### config.mk
export PLATFORM = sky130hd
export DESIGN_NAME = period_meter_flat
export DESIGN_NICKNAME = d
export VERILOG_FILES = /design/src/rtl/period_meter_pkg.sv /design/src/rtl/period_meter_if.sv /design/src/rtl/period_meter_edge_sync.sv /design/src/rtl/period_meter.sv /design/src/flat_wrapper.sv
export SDC_FILE = /design/constraint.sdc
export NUM_CORES = 1
export LEC_CHECK = 0
export CELL_PAD_IN_SITES_DETAIL_PLACEMENT = 1
export CELL_PAD_IN_SITES_GLOBAL_PLACEMENT = 2
export CORE_MARGIN = 2
export CORE_UTILIZATION = 38
export DETAILED_ROUTE_END_ITERATION = 8
export PLACE_DENSITY_LB_ADDON = 0.05
export SLEW_MARGIN = 5
export SYNTH_ARGS = -nofsm -noshare
export SYNTH_HDL_FRONTEND = slang
export SYNTH_SLANG_ARGS = --single-unit
### constraint.sdc
create_clock -name bigClk -period 4.6 [get_ports bigClk]
set_clock_uncertainty 0.1 [all_clocks]
set_input_delay 1.15 -clock bigClk [delete_from_list [all_inputs] [get_ports bigClk]]
set_output_delay 1.15 -clock bigClk [all_outputs]
set_load 0.005 [all_outputs]
### src/rtl/period_meter_pkg.sv
// Shared types and defaults for the period meter: FSM state encoding and
// default parameter values used by the interface and the top.
package period_meter_pkg;

  typedef enum logic {IDLE, MEASURE} meas_state_t;

  localparam int DEFAULT_CNT_W       = 24;
  localparam int DEFAULT_SYNC_STAGES = 2;

endpackage

### src/rtl/period_meter_if.sv
// Measurement interface: the slow input under test plus the captured
// period/high-time results and status flags.
interface period_meter_if import period_meter_pkg::*; #(
  parameter int CNT_W = DEFAULT_CNT_W
);
  logic             sigIn;
  logic [CNT_W-1:0] periodOut;
  logic [CNT_W-1:0] highOut;
  logic             periodValid;
  logic             locked;

  modport master (output sigIn, input periodOut, highOut, periodValid, locked);
  modport slave  (input sigIn, output periodOut, highOut, periodValid, locked);
endinterface

### src/rtl/period_meter_edge_sync.sv
// Synchronizer chain plus history flop for an asynchronous input; emits
// single-cycle rise/fall strobes on the synchronized level.
module edge_sync #(
  parameter int SYNC_STAGES = 2  // at least 2 for metastability settling
) (
  input  logic bigClk,
  input  logic reset,
  input  logic sig_in,
  output logic rise,
  output logic fall
);
  logic [SYNC_STAGES-1:0] sync_q, sync_d;
  logic                   prev_q, prev_d;

  always_comb begin
    sync_d = {sync_q[SYNC_STAGES-2:0], sig_in};
    prev_d = sync_q[SYNC_STAGES-1];
  end

  always_ff @(posedge bigClk or negedge reset) begin
    if (!reset) begin
      sync_q <= '0;
      prev_q <= 1'b0;
    end else begin
      sync_q <= sync_d;
      prev_q <= prev_d;
    end
  end

  assign rise =  sync_q[SYNC_STAGES-1] & ~prev_q;
  assign fall = ~sync_q[SYNC_STAGES-1] &  prev_q;
endmodule

### src/rtl/period_meter.sv
// Measures rise-to-rise period and high time of a slow asynchronous input in
// bigClk cycles; drops lock when the counter saturates without a new rise.
module period_meter import period_meter_pkg::*; #(
  parameter int CNT_W       = DEFAULT_CNT_W,
  parameter int SYNC_STAGES = DEFAULT_SYNC_STAGES
) (
  input logic          bigClk,
  input logic          reset,
  period_meter_if.slave io
);
  localparam logic [CNT_W-1:0] CNT_MAX = '1;
  localparam logic [CNT_W-1:0] CNT_ONE = CNT_W'(1);

  logic             rise, fall;
  meas_state_t      state_q, state_d;
  logic [CNT_W-1:0] cnt_q, cnt_d;
  logic [CNT_W-1:0] high_tmp_q, high_tmp_d;
  logic [CNT_W-1:0] period_q, period_d;
  logic [CNT_W-1:0] high_q, high_d;
  logic             valid_q, valid_d;
  logic             locked_q, locked_d;

  edge_sync #(.SYNC_STAGES(SYNC_STAGES)) u_sync (
    .bigClk (bigClk),
    .reset  (reset),
    .sig_in (io.sigIn),
    .rise   (rise),
    .fall   (fall)
  );

  always_comb begin
    state_d    = state_q;
    cnt_d      = cnt_q;
    high_tmp_d = high_tmp_q;
    period_d   = period_q;
    high_d     = high_q;
    valid_d    = 1'b0;
    locked_d   = locked_q;
    case (state_q)
      IDLE: begin
        cnt_d = '0;
        // First rise only arms; a full period is needed before capturing.
        if (rise) begin
          state_d = MEASURE;
          cnt_d   = CNT_ONE;
        end
      end
      MEASURE: begin
        if (fall) high_tmp_d = cnt_q;
        // A rise on the saturating cycle still captures.
        if (rise) begin
          period_d = cnt_q;
          high_d   = high_tmp_q;
          valid_d  = 1'b1;
          locked_d = 1'b1;
          cnt_d    = CNT_ONE;
        end else if (cnt_q == CNT_MAX) begin
          state_d  = IDLE;
          locked_d = 1'b0;
          cnt_d    = '0;
        end else begin
          cnt_d = cnt_q + CNT_ONE;
        end
      end
      default: state_d = IDLE;
    endcase
  end

  always_ff @(posedge bigClk or negedge reset) begin
    if (!reset) begin
      state_q    <= IDLE;
      cnt_q      <= '0;
      high_tmp_q <= '0;
      period_q   <= '0;
      high_q     <= '0;
      valid_q    <= 1'b0;
      locked_q   <= 1'b0;
    end else begin
      state_q    <= state_d;
      cnt_q      <= cnt_d;
      high_tmp_q <= high_tmp_d;
      period_q   <= period_d;
      high_q     <= high_d;
      valid_q    <= valid_d;
      locked_q   <= locked_d;
    end
  end

  assign io.periodOut   = period_q;
  assign io.highOut     = high_q;
  assign io.periodValid = valid_q;
  assign io.locked      = locked_q;
endmodule
### src/flat_wrapper.sv
// flat-port wrapper written by rule: the top's interface ports become plain ports
module period_meter_flat import period_meter_pkg::*;
#(
  parameter int CNT_W       = DEFAULT_CNT_W,
  parameter int SYNC_STAGES = DEFAULT_SYNC_STAGES
)
  (bigClk, reset, io_sigIn, io_periodOut, io_highOut, io_periodValid, io_locked);
  period_meter_if #(.CNT_W(CNT_W)) io_i ();
  input logic bigClk;
  input logic reset;
  input wire logic [$bits(io_i.sigIn)-1:0] io_sigIn;
  output wire logic [$bits(io_i.periodOut)-1:0] io_periodOut;
  output wire logic [$bits(io_i.highOut)-1:0] io_highOut;
  output wire logic [$bits(io_i.periodValid)-1:0] io_periodValid;
  output wire logic [$bits(io_i.locked)-1:0] io_locked;
  assign io_i.sigIn = io_sigIn;
  assign io_periodOut = io_i.periodOut;
  assign io_highOut = io_i.highOut;
  assign io_periodValid = io_i.periodValid;
  assign io_locked = io_i.locked;
  period_meter #(.CNT_W(CNT_W), .SYNC_STAGES(SYNC_STAGES)) u_core (.bigClk(bigClk), .reset(reset), .io(io_i));
endmodule
==> impl_summary.md, run 1 <==
Pwr
Overall power consumption after layout is estimated at 1750 uW. The worst-case vdd ir drop is between 150 and 200 uV. Dividing total power by cell area gives a power density of roughly 350 nW/um2. The total leakage power is around 0.0024 uW.

Timing
The maximum operating frequency is about 340 MHz. The setup TNS is 0 ns. The number of setup violations in the final report is 0. For the pin with the worst max-slew slack, the measured transition is a little under 1 ns. The count of final max-slew check failures came to 0. The number of hold violations in the final report was 0. Setup repair after global routing left no endpoint under its margin. In the finished design, the share of the clock period the worst path needs comes to 0.644.

Counting I/O delays and the setup requirement, the final critical path takes slightly below 3 ns. In this run the tightest slew margin relative to its limit is 0.350.

Floorplan
The vertical die dimension is ~110 um. In this run the count of I/O pins placed on the die edge is 53. For this configuration, the core starts out at a cell density of 0.385.

The total number of placement rows is 38. The chip width is ~110 um. The floorplan step defined a die boundary enclosing around 12,000 um2. The core region is ~11,000 um2.

Place
The total half-perimeter wirelength after legalization and detailed placement is 6.08 mm. The number of cells after detailed placement is approximately 570. The final RePlAce weighted congestion is approximately 0.74.

Buffers placed on the I/O ports in this run total between 50 and 60.

CTS
The number of buffers on the longest clock path is 2. The number of instances resized during post-cts repair is 0. The clock-pin slew on the worst setup and hold paths is ~0.090 ns.

TritonCTS built the clock tree. The number of hold buffers added after CTS was 0. The clock tree synthesis step divided the H-tree into 3 levels. Buffers added to address setup during post-CTS repair amount to 0. The insertion delay of the later-clocked pin in the worst-skew pair is approximately 0.36 ns. The clock root buffer is sky130_fd_sc_hd__clkbuf_8. The clock sink count is between 100 and 150.

TritonCTS created 9 clock buffers.

Finish
Relative to the synthesized area, the layout overhead comes to 19.7%. The utilization of the core after routing is 0.461. The final non-filler cell total is approximately 590. The net count reported at finish is about 450. Of the cells placed in the final design, the portion with a size suffix greater than 1 is 0.105. The number of inserted diodes is 0.

Run status
The run finished with clean final reports.

Critical path
The endpoint of the most critical register-to-register path is u_core.cnt_q[11]. The startpoint of the worst setup timing path is u_core.u_sync.sync_q[1]. The biggest fanout along the worst timing path is 52. The path type of the worst setup path is flop to flop. On the worst path, the slowest cell contributes a delay of between 0.7 and 0.8 ns.

For the worst setup path, the data required time is about 4.8 ns. The depth of the critical timing path with buffers and inverters included is 6. The logic depth of the worst register-to-register path is 6. The signal arrival time at the worst endpoint is between 3 and 4 ns. The worst path buffer plus inverter count is 1.

Traced cell by cell, the critical path runs through nand2b_1, or2_2, inv_1, nor2_1, o31ai_4, a21oi_1. The startpoint type of the worst setup path is a flop. For flop-to-flop paths, the worst setup slack is approximately 1.6 ns. Broken down by cell family, the worst path's largest delay share belongs to simple AND/OR/NAND/NOR gates. The worst flop-to-flop path startpoint is u_core.u_sync.sync_q[1]. On the critical path, the stage with the largest delay is an instance of sky130_fd_sc_hd__or2_2. The element type at the critical path end is a flop. The critical path endpoint is u_core.cnt_q[11].

Synth
When the netlist entered floorplanning its net count stood at 404. sky130_fd_sc_hd__dfrtp_1 takes more of the synthesized area than any other cell. In this run, synthesis inferred 0 flip-flops with an integrated enable.

The leading register cell type out of synthesis is sky130_fd_sc_hd__dfrtp_1. Counting instances in the post-synthesis netlist gives the leading cell types as sky130_fd_sc_hd__nand2_1 (149), sky130_fd_sc_hd__dfrtp_1 (102), sky130_fd_sc_hd__mux2_2 (21). After synthesis, the share of flip-flops with an asynchronous set or reset is 1.00. The yosys synthesis warning count is 0. The number of unique standard cell types used by synthesis is 36. The register bit total from synthesis is just over 100. In this run the mean area of a mapped cell was about 10 um2. The proportion of synthesized chip area in sequential cells is 0.620. The netlist area before placement is roughly 4100 um2.

The proportion of netlist area held by the largest area contributor is 0.620. In the post-synthesis netlist, the biggest area contributors are sky130_fd_sc_hd__dfrtp_1 (62%), sky130_fd_sc_hd__nand2_1 (14%), sky130_fd_sc_hd__mux2_2 (5.7%), sky130_fd_sc_hd__nor2_1 (1.5%), sky130_fd_sc_hd__o31ai_1 (1.5%). Yosys instantiated no cell more often than sky130_fd_sc_hd__nand2_1.

Synthesis produced a netlist whose cell count is 400.

Hold path
The min-delay analysis places its worst path in the category flop to flop.

Flow run
Across the run, the number of max-cap violations was 0.

Route
The final routed wirelength across all metal layers is approximately 9.1 mm. In the routed design, unresolved DRC markers number 0. Before antenna repair, the detailed router went through 4 iterations. The count of nets left with antenna violations once routing finished came out at 0. In the routed layout, each cell is associated on average with a via count of a little under 5.

After the first detailed-routing iteration, the DRC count stood at 78. The total via count after detailed routing is between 2,000 and 3,000. After detailed routing, the average wire length per cell comes to 15.5 um.

Global routing
The number of global-route vias before repair is roughly 3,100. The initial antenna violation count is 0. The global-route wire length before repair is approximately 16 mm. The global route total overflow is 0.

The total track usage is 0.172. The largest net degree at the start of global routing is 77.
## worst register-to-register path, stage by stage, from the launching register on
cell,delay [ns]
sky130_fd_sc_hd__dfrtp_1,0.39
sky130_fd_sc_hd__nand2b_1,0.13
sky130_fd_sc_hd__or2_2,0.77
sky130_fd_sc_hd__inv_1,0.61
sky130_fd_sc_hd__nor2_1,0.43
sky130_fd_sc_hd__o31ai_4,0.26
sky130_fd_sc_hd__a21oi_1,0.20
## kinds of logic after synthesis
family / share of synthesized area
buf+inv: 0.0298
compound gates: 0.0459
fa+ha+maj: 0.00304
xor+xnor: 0.0255
mux: 0.0598
simple gates: 0.216
flops: 0.620
## worst min-delay path by stage
stage	start	endpoint	cells after the start	slack [ns]
floorplan	u_core.u_sync.sync_q[0]	u_core.u_sync.sync_q[1]	0	0.23
CTS	u_core.u_sync.sync_q[0]	u_core.u_sync.sync_q[1]	0	0.27
finish	u_core.u_sync.sync_q[0]	u_core.u_sync.sync_q[1]	0	0.27
global route	u_core.u_sync.sync_q[0]	u_core.u_sync.sync_q[1]	0	0.28
detailed placement	u_core.u_sync.sync_q[0]	u_core.u_sync.sync_q[1]	0	0.25
global placement	u_core.u_sync.sync_q[0]	u_core.u_sync.sync_q[1]	0	0.24
## per-stage QoR
stage                     hold slack (ns)  instance area [um2]  setup WS [ns]
after floorplan                     0.231                 4120           2.45
after global placement              0.244                 4740           1.70
after detailed placement            0.248                 4740           1.56
after CTS                           0.269                 4930           1.51
after global routing                0.276                 4930           1.25
final                               0.265                 4930           1.64
## placed cells by master (no fill, tap or decap), types with 5 or more instances in the layout
master                            netlist  routed
sky130_fd_sc_hd__clkbuf_8               0      11
sky130_fd_sc_hd__nand3_1                9       9
sky130_fd_sc_hd__nor2_1                16      16
sky130_fd_sc_hd__clkdlybuf4s50_1        0      51
sky130_fd_sc_hd__xor2_1                 6       6
sky130_fd_sc_hd__or4_1                  6       6
sky130_fd_sc_hd__a21oi_1                9       9
sky130_fd_sc_hd__o31ai_1                8       8
sky130_fd_sc_hd__mux2_2                21      21
sky130_fd_sc_hd__nand4_1                7       7
sky130_fd_sc_hd__buf_4                  0       5
sky130_fd_sc_hd__nand2_1              149     149
sky130_fd_sc_hd__dfrtp_1              102     102
sky130_fd_sc_hd__xnor2_1                6       6
sky130_fd_sc_hd__inv_1                  6       6
sky130_fd_sc_hd__o21ai_0                9       9
## state kept, by name (all words and copies together) (netlist names)
| register | flops |
|---|---|
| u_core.cnt_q | 24 |
| u_core.u_sync.sync_q | 2 |
| u_core.io.periodOut | 24 |
| u_core.io.periodValid | 1 |
| u_core.io.locked | 1 |
| u_core.u_sync.prev_q | 1 |
| u_core.io.highOut | 24 |
| u_core.state_q | 1 |
| u_core.high_tmp_q | 24 |
## where the power goes
part / switching, uW / internal (uW) / leakage [uW]
clock: 283 / 276 / 0.0000956
sequential: 51.0 / 953 / 0.00139
combinational: 91.4 / 90.2 / 0.000884
## cell type report
type | count | area, um2
fillers | 1225 | 5770
repair buffers | 56 | 548
clock buffers | 13 | 159
well taps | 140 | 175
flip-flops and latches | 102 | 2550
clock inverters | 1 | 30.0
multi-input cells | 270 | 1440
inverters | 6 | 22.5
## metal layers
layer	track usage	part of all wire
met3	0.0253	0.021
met5	0	0
met4	0.0687	0.014
met2	0.276	0.47
met1	0.236	0.50
Power figures use the tool's default switching activity.
==> run 2: changes to the inputs <==
--- a/config.mk
+++ b/config.mk
@@ -8,7 +8,7 @@
 export CELL_PAD_IN_SITES_DETAIL_PLACEMENT = 1
 export CELL_PAD_IN_SITES_GLOBAL_PLACEMENT = 2
 export CORE_MARGIN = 2
-export CORE_UTILIZATION = 38
+export CORE_UTILIZATION = 32
 export DETAILED_ROUTE_END_ITERATION = 8
 export PLACE_DENSITY_LB_ADDON = 0.05
 export SLEW_MARGIN = 5
==> constraint.sdc (replaced) <==
create_clock -name bigClk -period 2.4 [get_ports bigClk]
set_clock_uncertainty 0.1 [all_clocks]
set_input_delay 0.6 -clock bigClk [delete_from_list [all_inputs] [get_ports bigClk]]
set_output_delay 0.6 -clock bigClk [all_outputs]
set_load 0.005 [all_outputs]
==> run 2 against run 1 <==
Global-route usage fell by 2.1 points. Register-to-register slack lost 1.4 ns. Combinational power up 110%. Fmax up 36%. Core utilization is 4.8 points lower. Non-clock buffer count grew 13. Clock power rose to 2.7 times the previous value. Final cell count increased by 8.0%. Critical path depth did not move. Die area grew 18%. Design area is 5.3% higher. Critical path type unchanged. Highest routed layer unchanged.
==> impl_summary.md, run 2 (synthesis results as in run 1) <==
Finish
In the layout the commonest cells are sky130_fd_sc_hd__nand2_1 (149), sky130_fd_sc_hd__dfrtp_1 (102), sky130_fd_sc_hd__clkdlybuf4s50_1 (51), sky130_fd_sc_hd__mux2_2 (21), sky130_fd_sc_hd__buf_4 (17). The total area of multi-input combinational cells is 1440 um2. The final layout contains between 400 and 500 nets. The leading cell type in the layout, fill and taps excluded is sky130_fd_sc_hd__nand2_1. Fill cells in the final layout number approximately 1,400.

The sequential cell area in the final layout is between 2000 and 3000 um2. The number of inserted diodes is 0. The area growth from synthesis to layout is 26.1%.

The share of cells above drive strength 1 is 0.136.

Floorplan
The vertical die dimension is 117 um. The starting utilization of the core area is 0.328. The die covers approximately 14,000 um2.

During I/O placement, the number of pins put on the boundary was between 50 and 60. The core region is about 13,000 um2. The chip width is roughly 120 um. The total number of placement rows is 41.

Pwr
Of the total power, registers draw 0.504. The share of total power consumed by net switching is 0.240. The worst-case vdd ir drop is 294 uV.

The share of total power dissipated in combinational logic is 0.102. In this run the static leakage power is approximately 0.0025 uW. Of the total power, the clock network draws 0.394.

The internal power of the cells totals slightly below 3000 uW. For this design the total switching power over the nets is between 900 and 1000 uW. For this design the ratio of total power to cell area is approximately 730 nW/um2.

CTS
The number of buffers on the longest clock path is 2. In this run, post-CTS hold repair placed 0 buffers. At the later pin of the worst-skew pair, clock insertion delay measures about 0.35 ns.

Clock tree synthesis inserted a total of 9 buffers. In this run the number of H-tree levels came out at 3. The clock tree from TritonCTS is done. The clock root buffer is sky130_fd_sc_hd__clkbuf_16. The number of gates resized after CTS was 0. The clock-pin slew on the worst setup and hold paths is about 0.070 ns. The clock sink count is 102. Post-CTS timing repair inserted 0 buffers for setup.

Global routing
The global-route wire length before repair is between 15 and 20 mm. Global routing finished with a remaining overflow of 0. Entering global routing, the biggest net connects just over 100 pins. The initial antenna violation count is 0.

Across every metal layer, demand over resource in global routing totals 0.151. The number of global-route vias before repair is about 3,100.

Critical path
STA classifies the critical path startpoint as a flop. The biggest fanout along the worst timing path is 6. The path type of the worst setup path is flop to flop. The element type at the critical path end is a flop. In this run the critical register-to-register path is captured at u_core.cnt_q[16]. The highest cell delay on the worst timing path is 0.50 ns. In this run the worst setup path begins at u_core.cnt_q[0]. The most numerous cell type found on the critical path is sky130_fd_sc_hd__or3_1. The data required time of the worst path is 2.57 ns. The slowest stage of the critical path belongs to the cell sky130_fd_sc_hd__or3_1. Counting cells, the worst reg-to-reg path comes to 6.

The startpoint identified for the worst register-to-register timing path is u_core.cnt_q[0]. Traced cell by cell, the critical path runs through ha_1, nand4_1, or3_1, buf_4, or3_1, a21oi_1. At the worst endpoint, the arrival time is 2.35 ns. The worst register-to-register path has a setup slack of approximately 0.22 ns.

Timing
The final worst setup slack is ~0.22 ns. The setup TNS is 0 ns. The number of hold violations in the final report is 0. Setup violations remaining at the end of the flow were counted as 0. The maximum operating frequency is between 400 and 500 MHz.

The worst pin sits at a relative slew slack of 0.525. Setup repair after global routing left no endpoint under its margin. The count of final max-slew check failures was 0. Subtracting the final worst setup slack from the clock period gives 2.18 ns. Dividing the final minimum period by the clock period gives 0.907. The transition time at the pin with the least slew margin is 0.705 ns.

Route
The number of violations reported at the end of detailed-routing iteration 0 is ~170. The final routed wirelength across all metal layers is about 9.6 mm. Once detail routing completed, the nets flagged for antenna violations numbered 0.

Dividing the detail-routed wire length by the instance count gives about 15 um. The number of iterations in the first detailed-routing pass is 4. The detail-routed via count per cell is roughly 4.6. The final routed DRC violation total is 0. Detailed routing inserted a total of 2,934 vias.

Run status
The flow ran to the end, and the final reports show no timing, DRC or antenna violations.

Place
Once detailed placement completed, the half-perimeter wirelength came to about 6.3 mm. At the placement stage, the worst setup path has a slack of 0.243 ns. The final RePlAce weighted congestion is about 0.75.

Input and output buffers added on the ports amount to 52.

Flow run
Max-cap violations in this run came to 0.

Hold path
The worst hold-check path type is primary input to async pin.
[run 2: cell count changes in the layout (fill, tap and decap cells not counted)]
cell | previous run | this run
sky130_fd_sc_hd__buf_4 | 5 | 17
sky130_fd_sc_hd__clkbuf_16 | 0 | 9
sky130_fd_sc_hd__clkbuf_8 | 11 | 2
sky130_fd_sc_hd__clkinv_2 | 0 | 3
sky130_fd_sc_hd__buf_12 | 0 | 1
sky130_fd_sc_hd__clkbuf_1 | 2 | 1
[run 2: worst max-delay path, delay by kind of cell, from the launching register on]
family	cells	cell delay (ns)
flops	1	0.43
buf+inv	1	0.18
compound gates	1	0.14
fa+ha+maj	1	0.20
simple gates	3	1.04
[run 2: worst max-delay path by stage]
stage	endpoint	slack [ns]
6_report	u_core.cnt_q[16]	0.22
5_1_grt	u_core.cnt_q[22]	0.08
3_5_place_dp	u_core.cnt_q[18]	0.24
3_3_place_gp	u_core.cnt_q[18]	0.28
2_1_floorplan	u_core.cnt_q[18]	0.25
4_1_cts	u_core.cnt_q[22]	0.22
[run 2: layer usage]
metal / track usage / wire length, um
met2: 0.227 / 4310
met4: 0.0655 / 178
met1: 0.214 / 4810
met3: 0.0271 / 282
met5: 0 / 0
[run 2: area by class of cell]
| cell class | count | share of cell area |
|---|---|---|
| well taps | 172 | 0.0414 |
| inverters | 6 | 0.00434 |
| multi-input cells | 270 | 0.278 |
| flip-flops and latches | 102 | 0.491 |
| clock inverters | 4 | 0.00867 |
| repair buffers | 69 | 0.127 |
| clock buffers | 12 | 0.0494 |
[run 2: stage by stage]
step | instance area [um2] | cells | utilization | power, uW | hold slack (ns)
3_5_place_dp | 4890 | 619 | 0.389 | 2350 | 0.238
5_1_grt | 5190 | 635 | 0.413 | 3990 | 0.264
4_1_cts | 5190 | 635 | 0.413 | 3860 | 0.246
2_1_floorplan | 4120 | 400 | - | 2110 | 0.204
6_report | 5190 | 635 | 0.413 | 3800 | 0.159
3_3_place_gp | 4890 | 619 | 0.389 | 2340 | 0.233
[run 2: power by group through the flow]
stage	combinational, uW	sequential (uW)	clock, uW
3_5_place_dp	400	1950	0
6_report	388	1910	1490
3_3_place_gp	397	1940	0
5_1_grt	442	1930	1610
2_1_floorplan	185	1930	0
4_1_cts	403	1920	1540
==> run 3: changes to the inputs <==
--- a/config.mk
+++ b/config.mk
@@ -11,7 +11,7 @@
 export CORE_UTILIZATION = 32
 export DETAILED_ROUTE_END_ITERATION = 8
 export PLACE_DENSITY_LB_ADDON = 0.05
-export SLEW_MARGIN = 5
+export SLEW_MARGIN = 0
 export SYNTH_ARGS = -nofsm -noshare
 export SYNTH_HDL_FRONTEND = slang
 export SYNTH_SLANG_ARGS = --single-unit
==> results of run 3 <==
No change in the layout: final DEF, timing and power equal those of run 2.
